==> config.mk <==
export PLATFORM = sky130hd
export DESIGN_NAME = task_fifo_sched
export DESIGN_NICKNAME = d
export VERILOG_FILES = /design/src/rtl/task_fifo_sched_pkg.sv /design/src/rtl/task_fifo_sched_rr_arbiter.sv /design/src/rtl/task_fifo_sched.sv
export SDC_FILE = /design/constraint.sdc
export NUM_CORES = 1
export LEC_CHECK = 0
export ABC_AREA = 0
export BUFFER_PORTS_ARGS = -buffer_cell sky130_fd_sc_hd__buf_4
export CAP_MARGIN = 20
export CELL_PAD_IN_SITES_DETAIL_PLACEMENT = 1
export CELL_PAD_IN_SITES_GLOBAL_PLACEMENT = 1
export CORE_ASPECT_RATIO = 0.8
export CORE_MARGIN = 2
export CORE_UTILIZATION = 30
export CTS_BUF_LIST = sky130_fd_sc_hd__clkbuf_2 sky130_fd_sc_hd__clkbuf_4 sky130_fd_sc_hd__clkbuf_8
export DETAILED_ROUTE_END_ITERATION = 12
export GPL_TIMING_DRIVEN = 0
export PLACE_DENSITY = 0.74
export SLEW_MARGIN = 10
export SYNTH_ARGS = -nofsm -noshare
export SYNTH_HDL_FRONTEND = slang
export SYNTH_SLANG_ARGS = --single-unit
==> constraint.sdc <==
create_clock -name clk -period 7.5 [get_ports clk]
set_input_delay 0.375 -clock clk [delete_from_list [all_inputs] [get_ports clk]]
set_output_delay 0.375 -clock clk [all_outputs]
set_load 0.01 [all_outputs]
==> src/rtl/task_fifo_sched_pkg.sv <==
// Shared task word layout and helpers for the TaskFIFO front/back-end controller.
// The task word width follows the default PIFO tree configuration.
package task_pkg;

    localparam int PTW           = 16;
    localparam int MTW           = 16;
    localparam int TREE_NUM      = 4;
    localparam int TREE_NUM_BITS = $clog2(TREE_NUM);
    localparam int TW            = PTW + MTW + 2*TREE_NUM_BITS + 2;

    typedef enum logic [1:0] {
        OP_NONE    = 2'b00,
        OP_PUSH    = 2'b01,
        OP_POP     = 2'b10,
        OP_PUSHPOP = 2'b11
    } op_t;

    typedef struct packed {
        op_t                      op;
        logic [TREE_NUM_BITS-1:0] src_tree;
        logic [TREE_NUM_BITS-1:0] dst_tree;
        logic [MTW-1:0]           meta;
        logic [PTW-1:0]           payload;
    } task_t;

    function automatic logic [15:0] sat_inc16(input logic [15:0] v);
        return (v == 16'hFFFF) ? v : v + 16'd1;
    endfunction

endpackage

==> src/rtl/task_fifo_sched_rr_arbiter.sv <==
// Round-robin arbiter: searches upward from the pointer, pointer moves past the winner.
// The pointer only advances when a grant is actually issued.
module rr_arbiter #(
    parameter  int N  = 4,
    localparam int PW = (N > 1) ? $clog2(N) : 1
) (
    input  logic          clk,
    input  logic          rst,
    input  logic [N-1:0]  req,
    input  logic          en,
    output logic [N-1:0]  grant,
    output logic [PW-1:0] grant_idx
);

    logic [PW-1:0] ptr;
    logic          found;
    int            scan;

    always_comb begin
        found     = 1'b0;
        grant_idx = '0;
        scan      = 0;
        for (int k = 0; k < N; k++) begin
            scan = int'(ptr) + k;
            if (scan >= N) scan = scan - N;
            if (!found && req[scan]) begin
                found     = 1'b1;
                grant_idx = PW'(scan);
            end
        end
        grant = (en && found) ? (N'(1) << grant_idx) : '0;
    end

    always_ff @(posedge clk or posedge rst) begin
        if (rst)
            ptr <= '0;
        else if (en && found)
            ptr <= (grant_idx == PW'(N-1)) ? '0 : grant_idx + PW'(1);
    end

endmodule

==> src/rtl/task_fifo_sched.sv <==
// TaskFIFO controller: round-robin write arbitration, credit-based reads against the
// FIFO's one-cycle read latency, and a 2-deep output buffer feeding valid/ready.
module task_fifo_sched #(
    parameter  int PTW      = 16,
    parameter  int MTW      = 16,
    parameter  int TREE_NUM = 4,
    parameter  int BUF_SIZE = 8,
    localparam int TNB      = (TREE_NUM > 1) ? $clog2(TREE_NUM) : 1,
    localparam int TW       = PTW + MTW + 2*$clog2(TREE_NUM) + 2
) (
    input  logic                   clk,
    input  logic                   rst,
    input  logic [TREE_NUM-1:0]    req_valid,
    input  logic [TREE_NUM*TW-1:0] req_data,
    output logic [TREE_NUM-1:0]    req_ready,
    output logic                   fifo_wr_en,
    output logic [TW-1:0]          fifo_buf_in,
    output logic                   fifo_rd_en,
    input  logic [TW-1:0]          fifo_buf_out,
    input  logic                   fifo_empty,
    input  logic                   fifo_full,
    output logic                   task_valid,
    output logic [TW-1:0]          task_data,
    input  logic                   task_ready,
    output logic [15:0]            tasks_in
);
    import task_pkg::*;

    if (BUF_SIZE < 1) begin : g_bad_buf_size
        $error("task_fifo_sched: BUF_SIZE must be at least 1");
    end

    logic [TREE_NUM-1:0] grant;
    logic [TNB-1:0]      grant_idx;

    // Gating with rst keeps every combinational output low while reset is held.
    rr_arbiter #(.N(TREE_NUM)) u_arb (
        .clk       (clk),
        .rst       (rst),
        .req       (req_valid),
        .en        (!fifo_full && !rst),
        .grant     (grant),
        .grant_idx (grant_idx)
    );

    assign req_ready   = grant;
    assign fifo_wr_en  = |grant;
    assign fifo_buf_in = fifo_wr_en ? req_data[grant_idx*TW +: TW] : '0;

    logic [1:0]    occ;
    logic          inflight;
    logic [TW-1:0] buf0, buf1;
    logic [2:0]    avail, after_pop;
    logic          pop;
    logic [TW-1:0] head;
    logic [TW-1:0] nxt_buf0, nxt_buf1;

    // Data still in flight from the FIFO is visible downstream straight away, so the
    // head bypasses the buffer when it is empty; capture happens on the same edge.
    always_comb begin
        avail      = {1'b0, occ} + {2'b00, inflight};
        task_valid = (avail != 3'd0);
        head       = (occ != 2'd0) ? buf0 : fifo_buf_out;
        task_data  = task_valid ? head : '0;
        pop        = task_valid && task_ready;
        after_pop  = avail - {2'b00, pop};
        fifo_rd_en = !rst && !fifo_empty && (after_pop < 3'd2);
        nxt_buf0   = buf0;
        nxt_buf1   = buf1;
        if (pop)
            nxt_buf0 = (occ == 2'd2) ? buf1 : fifo_buf_out;
        else if (inflight) begin
            if (occ == 2'd0) nxt_buf0 = fifo_buf_out;
            else             nxt_buf1 = fifo_buf_out;
        end
    end

    always_ff @(posedge clk or posedge rst) begin
        if (rst) begin
            occ      <= '0;
            inflight <= 1'b0;
            buf0     <= '0;
            buf1     <= '0;
            tasks_in <= '0;
        end else begin
            occ      <= after_pop[1:0];
            inflight <= fifo_rd_en;
            buf0     <= nxt_buf0;
            buf1     <= nxt_buf1;
            if (fifo_wr_en) tasks_in <= sat_inc16(tasks_in);
        end
    end

endmodule
; Word level (Yosys, flattened, before mapping)
; Cells that the tools add are included.
; Widths: inputs -> output; s select.
[op_classes]
n_addsub = 11
mul = 1
n_div = 0
magnitude_cmp = 9
n_eq_ne = 3
shift = 2
muxes = 33
bitwise_logic = 3
n_reduce_logical = 23
[ops]
columns = cell, count
row1 = $mux 38, 7
row2 = $shiftx 152x9->38, 1
row3 = $lt 32x4->1 const B, 4
row4 = $mux 32, 4
row5 = $ge 32x4->1 const B, 3
row6 = $sub 32x4->32 const B, 3
row7 = $add 16x1->16 const B, 1
row8 = $eq 16x16->1 const B, 1
row9 = $mux 1, 12
row10 = $mux 2, 5
row11 = $bmux 1 s2, 4
row12 = $logic_and 1x1->1, 8
row13 = $mul 2x5->7 const B, 1
row14 = $add 2x2->3 const B, 2
row15 = $logic_not 1->1, 6
row16 = $reduce_bool 2->1, 3
row17 = $eq 2x2->1 const B, 2
row18 = $mux 4, 1
row19 = $reduce_and 2->1, 2
row20 = $reduce_or 4->1, 1
row21 = $shl 1x2->4 const A, 1
row22 = $sub 2x3->4 const B, 1
row23 = $add 2x1->3, 1
row24 = $add 2x1->3 const B, 1
row25 = 8 further kinds, 10
[word_totals]
ff_bits = 97
latch_bits = 0
mem_bits_rw = 0
mem_bits_ro = 0
elab_cells = 91
n_memories = 0

; Logic depth before layout (Yosys ltp)
[logic_depth]
word_depth = 19
depth_mapped = 11
ltp_nobuf = 10

; Modules after synthesis
; From an unflattened synthesis, not the netlist that was laid out.
[hier_totals]
cells_unflattened = 597
hier_area_um2 = 6149.6
[by_module_without_submodules]
columns = module, instances, cells_per_inst, area_each_um2, seq_area_each_um2
row1 = task_fifo_sched, 1, 568, 5886.9, 2377.3
row2 = rr_arbiter, 1, 29, 262.8, 50.0

; Worst setup path before layout
; OpenSTA, ideal clock, no wires.
[synth_timing]
path_kind = flip-flop to output port
start = reg occ[0]
end = out fifo_rd_en
arrival_time_ns = 2.387
required_time_ns = 7.125
slack_ns = 4.738
path_stages_with_launch = 11
n_path_buf = 0
cell_sequence = dfrtp_1 -> ha_1 -> ha_1 -> nor3_1 -> inv_1 -> nand2_1 -> inv_1 -> ha_1 -> ha_1 -> inv_1 -> nor4_1
[synth_between]
elab_chain_len = 6
[synth_rtl]
columns = element, line
row1 = "start, declared", task_fifo_sched.sv:50  ; logic [1:0] occ;
row2 = "start signal, assigned", task_fifo_sched.sv:86  ; occ <= after_pop[1:0];
row3 = $add 2x1->3, task_fifo_sched.sv:61  ; avail = {1'b0, occ} + {2'b00, inflight};
row4 = $reduce_bool 3->1, task_fifo_sched.sv:62  ; task_valid = (avail != 3'd0);
row5 = named net task_valid, task_fifo_sched.sv:22  ; output logic task_valid,
row6 = $logic_and 1x1->1, task_fifo_sched.sv:65  ; pop = task_valid && task_ready;
row7 = $sub 3x1->3, task_fifo_sched.sv:66  ; after_pop = avail - {2'b00, pop};
row8 = named net after_pop[1], task_fifo_sched.sv:53  ; logic [2:0] avail, after_pop;
row9 = $lt 3x2->1, task_fifo_sched.sv:67  ; fifo_rd_en = !rst && !fifo_empty && (after_pop < 3'd2);
row10 = $logic_and 1x1->1, task_fifo_sched.sv:67
row11 = "end, declared", task_fifo_sched.sv:18  ; output logic fifo_rd_en,
; The timed path passes the listed nets, and every way through them passes these cells.

; Worst setup path after layout
[layout_timing]
start = reg occ[0]
end = out fifo_rd_en
[layout_between]
elab_chain_len = 6
[layout_rtl]
columns = element, line
row1 = $add 2x1->3 (*), task_fifo_sched.sv:61
row2 = $reduce_bool 3->1, task_fifo_sched.sv:62
row3 = $logic_and 1x1->1, task_fifo_sched.sv:65
row4 = $sub 3x1->3 (*), task_fifo_sched.sv:66
row5 = named net after_pop[1], task_fifo_sched.sv:53
row6 = $lt 3x2->1 (*), task_fifo_sched.sv:67
row7 = $logic_and 1x1->1 (*), task_fifo_sched.sv:67
; The timed path passes the listed nets; every way through them passes the cells marked *.

==> results.toml <==
[floorplanning]
die-area_um2 = 21400
num_rows = 46
die_y_um = 131
coreArea_um2 = 19900
ios = 298
start_util = 0.306
die_w_um = 163

[route]
drc = 0
wl_met1_mm = 9.73
dr_wl_met2_mm = 10.9
highest_layer = "met4"
via_per_inst = 4.87
firstDrtPassIters = 6
wl_per_cell_um = 18.3
drtIter0Drc = 235
wl_met3_mm = 1.06
drt_wl_total_mm = 22.0
via_count = 5847
ant_nets = 0

[place]
hpwl_mm = 17.8
place_area_um2 = 8670
port_buffers = 297
gp_congestion = 0.797

[setup_path]
r2r-start = "occ[0]"
r2r_slack_ps = 4960
worstSetupEndpointType = "output pin"
crit_path_start = "occ[0]"
worstPathRequired_ps = 7120
r2r-end = "buf0[20]"
crit_fanout = 4
path_class = "reg -> out"
crit_arrival_ps = 2970
cp-start-kind = "register"
rr_worst_depth = 11

[final_layout]
syn_to_final_growth_pct = 46.2
final_area_um2 = 8890
final_cell_mix = "buf_4 (311), nand2_1 (125), mux2i_1 (114)"
layout_commonest_cell = "buf_4"
drive_gt1_frac = 0.429
final_nets = 1140
num_antenna_cells = 0

[sta]
max_freq_mhz = 299
skew_ps = 13.5
setup_viol = 0
tns_ps = 0
rsz0062_at_grt = "no"
finalHoldViolations = 0
slew_violations = 0
fin_crit_ps = 3340
tightest_slew_ps = 538
slew_headroom = 0.642
layout_worst_path_cycle_share = 0.446

[yosys]
synthCells = 622
synth_flop_cell = "dfrtp_1"
synthArstFlopShare = 1.00
yosysSeqAreaShare = 0.399
syn_area_um2 = 6080
synth-edff-count = 0
ys_warn_count = 0
ys_ff_latch = 97
ys_types = 41
synth.net_count = 830
syn_avg_cell_area_um2 = 9.77

[grt]
overflow = 0
grt_pass1_vias = 6281
grt_use_total = 0.207
grt_antenna_before_repair = 0
grt_start_max_net_pins = 83
grt_pass1_wl_mm = 34.6

[clocking]
clock_latency_ps = 390
cts.sink_count = 97
root_buffer = "clkbuf_8"
postCtsSetupRepairBufs = 0
clockBufferDepth = 2
cts_resized = 0
cts-buffers-inserted = 9
htreeDepth = 3
cts.clk_slew.worst_paths_ps = 90
cts_tree = "done"

[flow_run]
drv_cap = 0

[hold_path]
hp-start = "fifo_empty"
worstHoldEndpoint = "inflight"
min_path_cells = 2
hp-class = "in -> reg"

[power_and_ir_drop]
power_density_nw_per_um2 = 337
p_leak_nw = 4.30
vdd_drop_max_uv = 133

[outcome]
status = "finished clean"
==> sequential cells by signal, indices dropped and copies added (netlist names) <==
signal and cells:
tasks_in 16, buf1 38, buf0 38, occ 2
inflight 1, u_arb.ptr 2
==> stage by stage <==
step | instances | power (W) | setup WS [ps] | utilization | hold WS [ps]
6_report | 1201 | 0.00299 | 4160 | 0.448 | 154
5_1_grt | 1201 | 0.00325 | 3930 | 0.448 | 141
4_1_cts | 1201 | 0.00304 | 4100 | 0.448 | 137
3_5_place_dp | 1184 | 0.00267 | 4530 | 0.437 | 345
3_3_place_gp | 1183 | 0.00261 | 3100 | 0.435 | 462
2_1_floorplan | 622 | 0.00192 | 4590 | - | 450
==> critical path: stages, from the launching register on <==
cell and delay, ps:
dfrtp_1 420, ha_1 210, ha_1 280, nor3_1 300, inv_1 130, nand2_1 120, inv_1 70, ha_1 180
ha_1 270, inv_1 50, nor4_1 340, buf_4 190
==> cells in the mapped netlist, types with 3 or more instances <==
| library cell | count | share of area |
|---|---|---|
| inv_1 | 10 | 0.0062 |
| buf_6 | 3 | 0.0056 |
| buf_1 | 4 | 0.0025 |
| nand2_1 | 125 | 0.077 |
| buf_2 | 12 | 0.0099 |
| a21oi_1 | 39 | 0.032 |
| and2_1 | 4 | 0.0041 |
| xnor2_1 | 10 | 0.014 |
| nand4_1 | 6 | 0.0062 |
| o21ai_0 | 25 | 0.021 |
| clkbuf_1 | 12 | 0.0074 |
| xor2_1 | 4 | 0.0058 |
| o22ai_2 | 10 | 0.021 |
| ha_1 | 9 | 0.019 |
| o22ai_1 | 28 | 0.029 |
| buf_4 | 14 | 0.017 |
| nand3_1 | 8 | 0.0066 |
| mux2_2 | 39 | 0.072 |
| dfrtp_1 | 97 | 0.40 |
| and3_1 | 4 | 0.0041 |
| mux2i_1 | 114 | 0.19 |
| o21ai_1 | 15 | 0.012 |
| nor2_1 | 4 | 0.0025 |
| nor3_1 | 4 | 0.0033 |
==> worst max path at each step <==
stage,end,depth (start not counted),slack [ps]
finish,fifo_rd_en,11,4160
global route,fifo_rd_en,11,3930
CTS,fifo_rd_en,11,4100
detailed placement,fifo_rd_en,11,4530
global placement,buf1[2],2,3100
floorplan,buf0[0],1,4590
==> per-layer routing <==
metal	up-vias	global-route usage
met1	2841	0.271
met5	-	0
met3	19	0.0426
met4	0	0.0438
met2	171	0.352
li1	2816	-
==> power by group <==
part | total, W | internal (W) | switching [W]
combinational | 0.00174 | 0.000818 | 0.000920
clock | 0.000366 | 0.000163 | 0.000203
sequential | 0.000890 | 0.000755 | 0.000136
==> layout make-up <==
| cell class | count | area (um^2) |
|---|---|---|
| sequential | 97 | 2430 |
| inverter | 12 | 50.0 |
| buffer | 46 | 279 |
| fill | 2340 | 11000 |
| timing repair buffer | 299 | 2270 |
| clock inverter | 6 | 76.3 |
| multi-input combinational | 467 | 3330 |
| tap | 264 | 330 |
| clock buffer | 10 | 131 |
==> cell families (layout without fill, tap and decap cells) <==
kind of cell / count (synthesis) / count (layout) / synth area share
compound gates: 126 / 126 / 0.129
xor+xnor: 14 / 14 / 0.0202
fa+ha+maj: 9 / 9 / 0.0185
buf+inv: 58 / 373 / 0.0533
flops: 97 / 97 / 0.399
mux: 153 / 153 / 0.260
simple gates: 165 / 165 / 0.120
==> timing repair <==
item                                    CTS  global route
endpoints found under the setup margin    0             0
hold buffers                              1             0
endpoints found under the hold margin    15             0
Power figures use the tool's default switching activity.
